File: config.mk
export PLATFORM = sky130hd
export DESIGN_NAME = hazard_unit_flat
export DESIGN_NICKNAME = d
export VERILOG_FILES = /design/src/rtl/hazard_unit_if.sv /design/src/rtl/hazard_unit.sv /design/src/flat_wrapper.sv
export SDC_FILE = /design/constraint.sdc
export NUM_CORES = 1
export LEC_CHECK = 0
export BUFFER_PORTS_ARGS = -buffer_cell sky130_fd_sc_hd__buf_4
export CAP_MARGIN = 20
export CELL_PAD_IN_SITES_DETAIL_PLACEMENT = 1
export CELL_PAD_IN_SITES_GLOBAL_PLACEMENT = 1
export CORE_MARGIN = 1
export CORE_UTILIZATION = 25
export DETAILED_ROUTE_END_ITERATION = 12
export PLACE_DENSITY = 0.85
export SYNTH_ARGS = -nofsm -noshare
export SYNTH_HDL_FRONTEND = slang
export SYNTH_SLANG_ARGS = --single-unit
File: constraint.sdc
create_clock -name clk -period 2.19 [get_ports clk]
set_input_delay 0.438 -clock clk [delete_from_list [all_inputs] [get_ports clk]]
set_output_delay 0.438 -clock clk [all_outputs]
set_load 0.02 [all_outputs]
File: src/rtl/hazard_unit_if.sv
// hazard_unit_if: datapath <-> hazard_unit bundle.
//   master: datapath side; drives stage register specifiers and status, receives stall/flush/forward controls.
//   slave : hazard_unit side.
//   CNT_W : width of the optional performance counters (HAZARD_PERF_EN).
interface hazard_unit_if #(
    parameter int CNT_W = 32
);
    logic [1:0] branchD;
    logic [4:0] RsD, RtD;
    logic       MultReadD;
    logic [4:0] RsE, RtE, WriteRegE;
    logic       RegWriteE;
    logic [2:0] WBSrcE;
    logic       MultStartE, MultDoneE;
    logic       RegWriteM;
    logic [2:0] WBSrcM;
    logic [4:0] WriteRegM;
    logic       RegWriteW;
    logic [4:0] WriteRegW;
    logic       stallF, stallD, flushE;
    logic       forwardAD, forwardBD;
    logic [1:0] forwardAE, forwardBE;
    logic       multBusy;
`ifdef HAZARD_PERF_EN
    logic [CNT_W-1:0] stallCnt, flushCnt;
`endif

    modport master (
        output branchD, RsD, RtD, MultReadD, RsE, RtE, WriteRegE, RegWriteE, WBSrcE,
               MultStartE, MultDoneE, RegWriteM, WBSrcM, WriteRegM, RegWriteW, WriteRegW,
        input  stallF, stallD, flushE, forwardAD, forwardBD, forwardAE, forwardBE, multBusy
`ifdef HAZARD_PERF_EN
        , input stallCnt, flushCnt
`endif
    );

    modport slave (
        input  branchD, RsD, RtD, MultReadD, RsE, RtE, WriteRegE, RegWriteE, WBSrcE,
               MultStartE, MultDoneE, RegWriteM, WBSrcM, WriteRegM, RegWriteW, WriteRegW,
        output stallF, stallD, flushE, forwardAD, forwardBD, forwardAE, forwardBE, multBusy
`ifdef HAZARD_PERF_EN
        , output stallCnt, flushCnt
`endif
    );
endinterface

File: src/rtl/hazard_unit.sv
// hazard_unit: pipeline hazard controller for the 5-stage MIPS core.
//   clk, rst : clock and synchronous active-high reset (all outputs forced to 0 while rst is high).
//   hz       : hazard_unit_if.slave; stage specifiers/status in, stallF/stallD/flushE,
//              forwardAD/BD (decode comparators), forwardAE/BE (ALU operands), multBusy out.
//   Optional: define HAZARD_PERF_EN to add saturating stallCnt/flushCnt counters.
module hazard_unit #(
    parameter logic [2:0] WBSRC_LOAD = 3'b001,
    parameter int         CNT_W      = 32
) (
    input  logic         clk,
    input  logic         rst,
    hazard_unit_if.slave hz
);
    typedef enum logic {IDLE, BUSY} state_t;

    state_t     state;
    logic       lwStall, brStall, mulStall, stall;
    logic       eHitsD, mLoadHitsD;
    logic [1:0] fwdAE, fwdBE;

    always_comb begin
        // M stage has priority: it holds the younger result.
        fwdAE = (hz.RsE != 5'd0 && hz.RegWriteM && hz.RsE == hz.WriteRegM) ? 2'b10 :
                (hz.RsE != 5'd0 && hz.RegWriteW && hz.RsE == hz.WriteRegW) ? 2'b01 : 2'b00;
        fwdBE = (hz.RtE != 5'd0 && hz.RegWriteM && hz.RtE == hz.WriteRegM) ? 2'b10 :
                (hz.RtE != 5'd0 && hz.RegWriteW && hz.RtE == hz.WriteRegW) ? 2'b01 : 2'b00;
        eHitsD = hz.RegWriteE && hz.WriteRegE != 5'd0 &&
                 (hz.WriteRegE == hz.RsD || hz.WriteRegE == hz.RtD);
        mLoadHitsD = hz.RegWriteM && hz.WBSrcM == WBSRC_LOAD && hz.WriteRegM != 5'd0 &&
                     (hz.WriteRegM == hz.RsD || hz.WriteRegM == hz.RtD);
        lwStall = eHitsD && hz.WBSrcE == WBSRC_LOAD;
        // Branches resolve in decode, so any producer still in E, or a load still in M, must wait.
        brStall = hz.branchD != 2'b00 && (eHitsD || mLoadHitsD);
        // Released in the cycle MultDoneE is high so the reader leaves decode on that edge.
        mulStall = hz.MultReadD && state == BUSY && !hz.MultDoneE;
        stall = !rst && (lwStall || brStall || mulStall);
    end

    assign hz.stallF    = stall;
    assign hz.stallD    = stall;
    assign hz.flushE    = stall;
    assign hz.forwardAE = rst ? 2'b00 : fwdAE;
    assign hz.forwardBE = rst ? 2'b00 : fwdBE;
    assign hz.forwardAD = !rst && hz.RsD != 5'd0 && hz.RegWriteM && hz.RsD == hz.WriteRegM;
    assign hz.forwardBD = !rst && hz.RtD != 5'd0 && hz.RegWriteM && hz.RtD == hz.WriteRegM;
    assign hz.multBusy  = !rst && state == BUSY;

    // A start with simultaneous done is a single-cycle multiply; a start while BUSY is ignored.
    always_ff @(posedge clk) begin
        if (rst)
            state <= IDLE;
        else if (state == BUSY)
            state <= hz.MultDoneE ? IDLE : BUSY;
        else
            state <= (hz.MultStartE && !hz.MultDoneE) ? BUSY : IDLE;
    end

`ifdef HAZARD_PERF_EN
    logic [CNT_W-1:0] stallCntQ, flushCntQ;

    always_ff @(posedge clk) begin
        if (rst) begin
            stallCntQ <= '0;
            flushCntQ <= '0;
        end else begin
            if (stall && !(&stallCntQ))
                stallCntQ <= stallCntQ + 1'b1;
            if (stall && !(&flushCntQ))
                flushCntQ <= flushCntQ + 1'b1;
        end
    end

    assign hz.stallCnt = rst ? '0 : stallCntQ;
    assign hz.flushCnt = rst ? '0 : flushCntQ;
`endif
endmodule

File: src/flat_wrapper.sv
// flat-port wrapper written by rule: the top's interface ports become plain ports
module hazard_unit_flat 
#(
    parameter logic [2:0] WBSRC_LOAD = 3'b001,
    parameter int         CNT_W      = 32
)
  (clk, rst, hz_branchD, hz_RsD, hz_RtD, hz_MultReadD, hz_RsE, hz_RtE, hz_WriteRegE, hz_RegWriteE, hz_WBSrcE, hz_MultStartE, hz_MultDoneE, hz_RegWriteM, hz_WBSrcM, hz_WriteRegM, hz_RegWriteW, hz_WriteRegW, hz_stallF, hz_stallD, hz_flushE, hz_forwardAD, hz_forwardBD, hz_forwardAE, hz_forwardBE, hz_multBusy);
  hazard_unit_if #(.CNT_W(CNT_W)) hz_i ();
  input  logic clk;
  input  logic rst;
  input wire logic [$bits(hz_i.branchD)-1:0] hz_branchD;
  input wire logic [$bits(hz_i.RsD)-1:0] hz_RsD;
  input wire logic [$bits(hz_i.RtD)-1:0] hz_RtD;
  input wire logic [$bits(hz_i.MultReadD)-1:0] hz_MultReadD;
  input wire logic [$bits(hz_i.RsE)-1:0] hz_RsE;
  input wire logic [$bits(hz_i.RtE)-1:0] hz_RtE;
  input wire logic [$bits(hz_i.WriteRegE)-1:0] hz_WriteRegE;
  input wire logic [$bits(hz_i.RegWriteE)-1:0] hz_RegWriteE;
  input wire logic [$bits(hz_i.WBSrcE)-1:0] hz_WBSrcE;
  input wire logic [$bits(hz_i.MultStartE)-1:0] hz_MultStartE;
  input wire logic [$bits(hz_i.MultDoneE)-1:0] hz_MultDoneE;
  input wire logic [$bits(hz_i.RegWriteM)-1:0] hz_RegWriteM;
  input wire logic [$bits(hz_i.WBSrcM)-1:0] hz_WBSrcM;
  input wire logic [$bits(hz_i.WriteRegM)-1:0] hz_WriteRegM;
  input wire logic [$bits(hz_i.RegWriteW)-1:0] hz_RegWriteW;
  input wire logic [$bits(hz_i.WriteRegW)-1:0] hz_WriteRegW;
  output wire logic [$bits(hz_i.stallF)-1:0] hz_stallF;
  output wire logic [$bits(hz_i.stallD)-1:0] hz_stallD;
  output wire logic [$bits(hz_i.flushE)-1:0] hz_flushE;
  output wire logic [$bits(hz_i.forwardAD)-1:0] hz_forwardAD;
  output wire logic [$bits(hz_i.forwardBD)-1:0] hz_forwardBD;
  output wire logic [$bits(hz_i.forwardAE)-1:0] hz_forwardAE;
  output wire logic [$bits(hz_i.forwardBE)-1:0] hz_forwardBE;
  output wire logic [$bits(hz_i.multBusy)-1:0] hz_multBusy;
  assign hz_i.branchD = hz_branchD;
  assign hz_i.RsD = hz_RsD;
  assign hz_i.RtD = hz_RtD;
  assign hz_i.MultReadD = hz_MultReadD;
  assign hz_i.RsE = hz_RsE;
  assign hz_i.RtE = hz_RtE;
  assign hz_i.WriteRegE = hz_WriteRegE;
  assign hz_i.RegWriteE = hz_RegWriteE;
  assign hz_i.WBSrcE = hz_WBSrcE;
  assign hz_i.MultStartE = hz_MultStartE;
  assign hz_i.MultDoneE = hz_MultDoneE;
  assign hz_i.RegWriteM = hz_RegWriteM;
  assign hz_i.WBSrcM = hz_WBSrcM;
  assign hz_i.WriteRegM = hz_WriteRegM;
  assign hz_i.RegWriteW = hz_RegWriteW;
  assign hz_i.WriteRegW = hz_WriteRegW;
  assign hz_stallF = hz_i.stallF;
  assign hz_stallD = hz_i.stallD;
  assign hz_flushE = hz_i.flushE;
  assign hz_forwardAD = hz_i.forwardAD;
  assign hz_forwardBD = hz_i.forwardBD;
  assign hz_forwardAE = hz_i.forwardAE;
  assign hz_forwardBE = hz_i.forwardBE;
  assign hz_multBusy = hz_i.multBusy;
  hazard_unit #(.WBSRC_LOAD(WBSRC_LOAD), .CNT_W(CNT_W)) u_core (.clk(clk), .rst(rst), .hz(hz_i));
endmodule
==> impl_summary.txt, run 1 <==
----------------------------------------------------
[Status]
  Run status ... finished clean

[Route]
  Routed len/inst ... between 15 and 20 um
  WL final ... ~2800 um
  Remaining DRCs ... 0
  Vias ... 900
  Via density ... 4.84
  Remaining antenna violation count ... 0
  Iteration count of the initial detailed-routing pass ... 4
  Starting DRC count in detailed routing ... 3

[Clock tree]
  Worst-Skew Late Latency ... 0 ns
  Clock-pin slew of the registers on the worst-case setup and hold paths ... 0 ns
  Count of hold buffers inserted by post-cts repair ... 0

[Min path]
  Source of the worst hold timing path ... u_core.state
  Worst min-delay path class ... flip-flop to flip-flop
  Cell depth of the worst min-delay path ... 2

[Worst setup path]
  Critical path endpoint category ... primary output
  Critical Path Source ... hz_RtE[4]
  Worst reg-to-reg path cell count ... 2
  Worst reg2reg path startpoint ... u_core.state
  Kind of critical path ... primary input to primary output
  Worst Path Arrival ... 1.69 ns
  Required arrival time at the worst endpoint ... 1.75 ns
  Critical path fanouts, max ... 2
  Setup crit start kind ... primary input

[Finish]
  Utilization after layout ... a little under half
  Biggest register ... u_core.state
  Number of diodes ... 0
  Area grow syn2layout ... 80.0%
  Net total in the final layout ... 208
  Flip-flop count of the largest register after layout ... 1
  Registers with the most flip-flops ... u_core.state: 1 flops
  Area of all sequential standard cells ... ~20 um2
  Filler cell count ... 344
  Fraction of final layout cells with drive strength greater than 1 ... ~52%
  Area taken by multi-input logic gates ... roughly 730 um2

[GRT]
  Met3 routing resource usage after global routing ... 1.63%
  Maximum number of pins on one net before global-route repair ... 8
  Remaining global-route overflow ... 0
  Initial antenna violation count ... 0
  Met2 Usage GRT ... a little under two fifths
  Top Usage Layer GRT ... met2
  First-pass GRT wire length ... 4500 um
  Number of global-route vias before repair ... 1064
  Met1 layer usage reported by global route ... ~17%
  Overall Global Routing Usage ... 17.3%

[Placement]
  Final weighted congestion in routability-driven placement ... about 0.7
  Final HPWL from detailed placement ... 2540 um
  Count of port buffers added during placement ... 60

[Synth]
  Mapped cell area ... 732 um2
  Synth Warn # ... 0
  Flip-flop and latch count after synthesis ... 1
  Proportion of netlist area held by the largest area contributor ... 33.5%
  Top cell type by total area after synthesis ... sky130_fd_sc_hd__xnor2_1
  Net count after synthesis ... about 150
  Most used flip-flop cell after synthesis ... sky130_fd_sc_hd__dfxtp_1
  Most common cell in the netlist ... sky130_fd_sc_hd__xnor2_1
  Most numerous cell types in the synthesized netlist ... 28 x sky130_fd_sc_hd__xnor2_1, 12 x sky130_fd_sc_hd__xor2_1, 5 x sky130_fd_sc_hd__clkbuf_1, 5 x sky130_fd_sc_hd__nor2_1, 5 x sky130_fd_sc_hd__nor3_1
  Mean instance size in the synthesized netlist ... about 7.6 um2
  Synth Instances ... 96
  Share of synthesized area occupied by flip-flops and latches ... 2.74%
  EDFF count, synth ... 0
  Count of different cell masters after synthesis ... 24
  Async S/R FF share, synth ... 0%
  Top area cells in the synthesized netlist ... sky130_fd_sc_hd__xnor2_1 34%, sky130_fd_sc_hd__xor2_1 14%, sky130_fd_sc_hd__nor4_2 6.8%, sky130_fd_sc_hd__or4_1 4.1%, sky130_fd_sc_hd__nand4_1 3.4%

[Die]
  Die Y ... 56.1 um
  Core Region ... 2760 um2
  Initial cell density of the core ... 26.5%
  Overall die area ... 3150 um2
  Die X-Extent ... between 50 and 60 um
  Cell Rows ... 19
  IO Pins ... 61

[Power]
  Maximum vdd ir drop ... 113 uV
  Post-layout power ... roughly 250 uW
  Static leakage ... 0.000533 uW
  Pwr/cell area ... 190 nW/um2

[Timing]
  Layout Skew ... 0 ns
  Worst slew pin tran ... 0.334 ns
  Unrepaired setup endpoints after global routing ... yes
  Crit path time final ... 2.12 ns
  Setup violation total in the final timing report ... 0
  Relative slew slack ... just under 80%
  Final hold viol count ... 0
  Max Clock Freq ... 0.471 GHz
  Period utilisation layout ... between 90% and 100%
  Total count of max-transition violations in the final report ... 0

[Run]
  Max-capacitance violation count ... 0

----------------------------------------------------
cell families after synthesis:
logic type	after synthesis	synth area share, %
buffers and inverters	8	5.13
and+or+nand+nor	43	40.0
AOI/OAI and AO/OA	4	4.27
xor gates and xnor gates	40	47.9
DFF	1	2.74
per-layer routing:
metal / wire (um) / up-vias
li1: - / 451
met1: 975 / 421
met2: 1690 / 28
met3: 131 / 0
met4: 0 / 0
met5: 0 / -
report_power, final:
part	total (uW)	leakage, uW	internal [uW]	switching [uW]
Combinational	230	0.000525	131	99.3
Clock	0	0	0	0
Sequential	20.2	0.00000823	19.5	0.680
timing repair:
action | CTS | global route
endpoints found under the hold margin | 0 | 0
pin swaps | 1 | 7
buffers inserted | 0 | 1
gates resized for setup | 0 | 15
setup endpoints to repair | 1 | 4
cells in the final DEF (no fill, tap or decap):
cell / n
sky130_fd_sc_hd__nor2_1: 4
sky130_fd_sc_hd__nor4_4: 1
sky130_fd_sc_hd__inv_1: 1
sky130_fd_sc_hd__nand2b_1: 2
sky130_fd_sc_hd__nand3_1: 4
sky130_fd_sc_hd__nor3_1: 4
sky130_fd_sc_hd__buf_6: 6
sky130_fd_sc_hd__dfxtp_1: 1
sky130_fd_sc_hd__o311ai_4: 1
sky130_fd_sc_hd__nor3_2: 1
sky130_fd_sc_hd__nand4_1: 4
sky130_fd_sc_hd__o31a_1: 1
sky130_fd_sc_hd__buf_4: 59
sky130_fd_sc_hd__nor2_4: 3
sky130_fd_sc_hd__nor3b_1: 2
sky130_fd_sc_hd__nor4b_2: 1
sky130_fd_sc_hd__or4_4: 3
sky130_fd_sc_hd__nor2b_1: 4
sky130_fd_sc_hd__or4_1: 3
sky130_fd_sc_hd__xor2_1: 12
sky130_fd_sc_hd__o21ai_1: 1
sky130_fd_sc_hd__nand2_1: 3
sky130_fd_sc_hd__xnor2_1: 28
sky130_fd_sc_hd__nor4_1: 1
sky130_fd_sc_hd__buf_8: 1
sky130_fd_sc_hd__nor4_2: 3
sky130_fd_sc_hd__o221ai_2: 1
per-stage QoR:
stage	cells	worst slack, ns	cell area, um2	setup TNS [ns]	hold slack [ns]
final	186	0.0665	1320	0	0.510
after global routing	186	-0.000871	1320	-0.00224	0.517
after CTS	185	0.0174	1250	0	0.514
after detailed placement	185	0.0112	1250	0	0.514
after global placement	185	0.0214	1250	0	0.495
after floorplan	96	0.0193	756	0	0.475
critical path, cell delays in order:
cell and delay [ns]:
sky130_fd_sc_hd__buf_8 0.09, sky130_fd_sc_hd__or4_4 0.53, sky130_fd_sc_hd__nor2_4 0.17, sky130_fd_sc_hd__nor4_4 0.05, sky130_fd_sc_hd__nor4_2 0.22, sky130_fd_sc_hd__buf_4 0.18
final timing paths:
kind | end | slack [ns]
worst min register to register | u_core.state | 0.51
worst min-delay path | u_core.state | 0.51
worst max register to register | u_core.state | 1.59
worst max-delay path | hz_forwardBE[0] | 0.07
cell type report:
cell class / count / area share, %
Multi-Input combinational cell: 87 / 55.4
Timing Repair Buffer: 66 / 39.9
Tap cell: 31 / 2.94
Sequential cell: 1 / 1.52
Inverter: 1 / 0.285
Note: power is estimated with default switching activity, not from simulation.
==> run 2: changes to the inputs <==
--- a/config.mk
+++ b/config.mk
@@ -5,14 +5,15 @@
 export SDC_FILE = /design/constraint.sdc
 export NUM_CORES = 1
 export LEC_CHECK = 0
+export ABC_AREA = 1
 export BUFFER_PORTS_ARGS = -buffer_cell sky130_fd_sc_hd__buf_4
 export CAP_MARGIN = 20
 export CELL_PAD_IN_SITES_DETAIL_PLACEMENT = 1
 export CELL_PAD_IN_SITES_GLOBAL_PLACEMENT = 1
 export CORE_MARGIN = 1
-export CORE_UTILIZATION = 25
+export CORE_UTILIZATION = 24
 export DETAILED_ROUTE_END_ITERATION = 12
-export PLACE_DENSITY = 0.85
+export PLACE_DENSITY = 0.84
 export SYNTH_ARGS = -nofsm -noshare
 export SYNTH_HDL_FRONTEND = slang
 export SYNTH_SLANG_ARGS = --single-unit
==> run 2 against run 1 <==
  * Via count is 41% higher
  * Critical path depth is 6 higher
  * Worst setup slack better by 0.13 ns
  * Synthesized area is 19% higher
  * Hold slack worse by 0.025 ns
  * Largest cell class unchanged
==> impl_summary.txt, run 2 <==
----------------------------------------------------
[Route]
  Remaining DRCs ... 0
  Vias ... approximately 1300
  Remaining antenna violation count ... 0
  WL final ... 3130 um
  Iteration count of the initial detailed-routing pass ... 4
  Via density ... between 4 and 5
  Routed len/inst ... 11.2 um
  Starting DRC count in detailed routing ... 25

[Synth]
  Share of synthesized area occupied by flip-flops and latches ... 2.30%
  Mapped cell area ... 870 um2
  Most numerous cell types in the synthesized netlist ... 64 x sky130_fd_sc_hd__nand2_1, 27 x sky130_fd_sc_hd__inv_1, 20 x sky130_fd_sc_hd__nor2_1, 11 x sky130_fd_sc_hd__nand3_1, 9 x sky130_fd_sc_hd__xnor2_1
  Count of different cell masters after synthesis ... 24
  Most used flip-flop cell after synthesis ... sky130_fd_sc_hd__dfxtp_1
  Synth Warn # ... 0
  Top area cells in the synthesized netlist ... sky130_fd_sc_hd__nand2_1 28%, sky130_fd_sc_hd__inv_1 12%, sky130_fd_sc_hd__xnor2_1 9.1%, sky130_fd_sc_hd__nor2_1 8.6%, sky130_fd_sc_hd__nand3_1 6.3%
  Net count after synthesis ... 227
  Async S/R FF share, synth ... 0%
  Most common cell in the netlist ... sky130_fd_sc_hd__nand2_1
  Flip-flop and latch count after synthesis ... 1
  Proportion of netlist area held by the largest area contributor ... between 20 and 30%
  Synth Instances ... 176
  Mean instance size in the synthesized netlist ... 4.94 um2
  EDFF count, synth ... 0
  Top cell type by total area after synthesis ... sky130_fd_sc_hd__nand2_1

[Worst setup path]
  Critical path endpoint category ... primary output
  Worst reg-to-reg path cell count ... 2
  Kind of critical path ... primary input to primary output
  Worst Path Arrival ... 1.56 ns
  Critical path's largest stage delay ... 0.17 ns
  Setup crit start kind ... primary input
  Critical path fanouts, max ... 6
  Most frequent cell on the critical path ... sky130_fd_sc_hd__nand2_1
  Required arrival time at the worst endpoint ... 1.75 ns
  Max stage delay cell, worst path ... sky130_fd_sc_hd__a21oi_2
  Critical-path cell list ... buf_4 -> inv_2 -> nand2_1 -> nand2_1 -> nor2_1 -> nand3_1 -> nand2_1 -> nand2_1 -> nand2_1 -> nand2_1 -> a21oi_2 -> buf_4

[Finish]
  Most common cell after layout, fill and taps aside ... sky130_fd_sc_hd__nand2_1
  Net total in the final layout ... 285
  Number of diodes ... 0
  Commonest cells after routing, fill and taps aside ... 64 x sky130_fd_sc_hd__nand2_1, 60 x sky130_fd_sc_hd__buf_4, 27 x sky130_fd_sc_hd__inv_1, 20 x sky130_fd_sc_hd__nor2_1, 11 x sky130_fd_sc_hd__nand3_1
  Registers with the most flip-flops ... u_core.state: 1 flops
  Fraction of final layout cells with drive strength greater than 1 ... roughly 30%
  Area grow syn2layout ... 54.1%
  Biggest register ... u_core.state
  Filler cell count ... ~500
  Flip-flop count of the largest register after layout ... 1

[Power]
  Switching fraction of total power ... 46.3%
  Pwr/cell area ... 182 nW/um2
  Part of the power in registers ... 8.1%
  Maximum vdd ir drop ... 52.0 uV
  Share of power burned in combinational logic ... around 92%
  Net switching component of the power ... roughly 110 uW
  Clock power frac ... 0%
  Power Internal ... 131 uW
  Static leakage ... 0.000773 uW

[Timing]
  Crit path time final ... 2.00 ns
  Hold slack ... slightly below 0.5 ns
  Final hold viol count ... 0
  Layout Skew ... 0 ns
  Period utilisation layout ... 91.1%
  Max Clock Freq ... between 0.5 and 0.6 GHz
  Total count of max-transition violations in the final report ... 0
  Relative slew slack ... 78.4%
  Worst slew pin tran ... approximately 0.32 ns
  Setup violation total in the final timing report ... 0
  Setup tns final ... 0 ns
  Unrepaired setup endpoints after global routing ... no

[Clock tree]
  Post-CTS resize count ... 0
  Clock-pin slew of the registers on the worst-case setup and hold paths ... 0 ns
  Count of hold buffers inserted by post-cts repair ... 0
  Worst-Skew Late Latency ... 0 ns
  Number of setup buffers added after CTS ... 0

[Die]
  Cell Rows ... 21
  Initial cell density of the core ... 25.5%
  Overall die area ... 3870 um2
  IO Pins ... 61
  Core Region ... 3420 um2
  Die Y ... between 60 and 70 um
  Die X-Extent ... 62.2 um

[GRT]
  Number of global-route vias before repair ... 1295
  Maximum number of pins on one net before global-route repair ... 7
  Overall Global Routing Usage ... 16.5%
  Remaining global-route overflow ... 0
  Initial antenna violation count ... 0
  First-pass GRT wire length ... about 5400 um

[Min path]
  Worst min-delay path class ... flip-flop to flip-flop
  Cell depth of the worst min-delay path ... 2

[Run]
  Max-capacitance violation count ... 0

[Placement]
  Final HPWL from detailed placement ... 2840 um
  Final weighted congestion in routability-driven placement ... 0.786
  Count of port buffers added during placement ... 60

[Status]
  Run status ... finished clean

----------------------------------------------------
run 2: cell types whose count changed after synthesis, sizes merged, moves of 5 or more:
cell	delta
inv	+31
clkbuf	-5
xnor2	-19
nor2	+13
nand2	+61
or4	-6
nand3	+7
xor2	-8
run 2: cell families after synthesis:
family / share of synthesized area, %
xor+xnor: 13.1
buf+inv: 18.1
simple gates: 56.3
flops: 2.30
compound gates: 10.2
run 2: stage by stage:
stage,total power [uW],instance area (um2),utilization [%],instances,setup slack (ns)
after floorplan,129,870,-,176,0.222
after global placement,242,1340,39.2,278,0.207
after detailed placement,246,1340,39.2,278,0.193
after CTS,246,1340,39.2,278,0.188
after global routing,272,1340,39.2,278,0.0572
final,244,1340,39.2,278,0.194
run 2: path summary, 6_finish.rpt:
path / slack, ns / endpoint / start
worst max-delay path: 0.19 / hz_stallD / hz_WriteRegM[4]
worst max register to register: 1.65 / u_core.state / u_core.state
worst min register to register: 0.49 / u_core.state / u_core.state
worst min-delay path: 0.49 / u_core.state / u_core.state
run 2: routing by layer:
| metal | vias up | share of wire (%) | global-route usage (%) |
|---|---|---|---|
| met5 | - | 0 | 0 |
| met4 | 0 | 0 | 0.291 |
| met3 | 0 | 5.2 | 1.47 |
| met2 | 36 | 46 | 29.9 |
| met1 | 570 | 49 | 22.1 |
| li1 | 661 | - | - |
run 2: worst max-delay path: cells and delay by family:
kind	cells	cell delay, ns
compound gates	1	0.17
buf+inv	3	0.35
simple gates	8	0.59
run 2: power by group through the flow:
| stage | registers (uW) | logic (uW) | clock network (uW) |
|---|---|---|---|
| 2_1_floorplan | 19.8 | 109 | 0 |
| 3_3_place_gp | 19.8 | 222 | 0 |
| 3_5_place_dp | 19.9 | 226 | 0 |
| 4_1_cts | 19.9 | 227 | 0 |
| 5_1_grt | 19.9 | 252 | 0 |
| 6_report | 19.9 | 224 | 0 |
run 2: area by class of cell:
cell class              count  area, um2  share of cell area (%)
multi-input cells         139        692                    51.6
inverters                  32        120                    8.96
well taps                  46       57.6                    4.30
flip-flops and latches      1       20.0                    1.49
repair buffers             60        450                    33.6
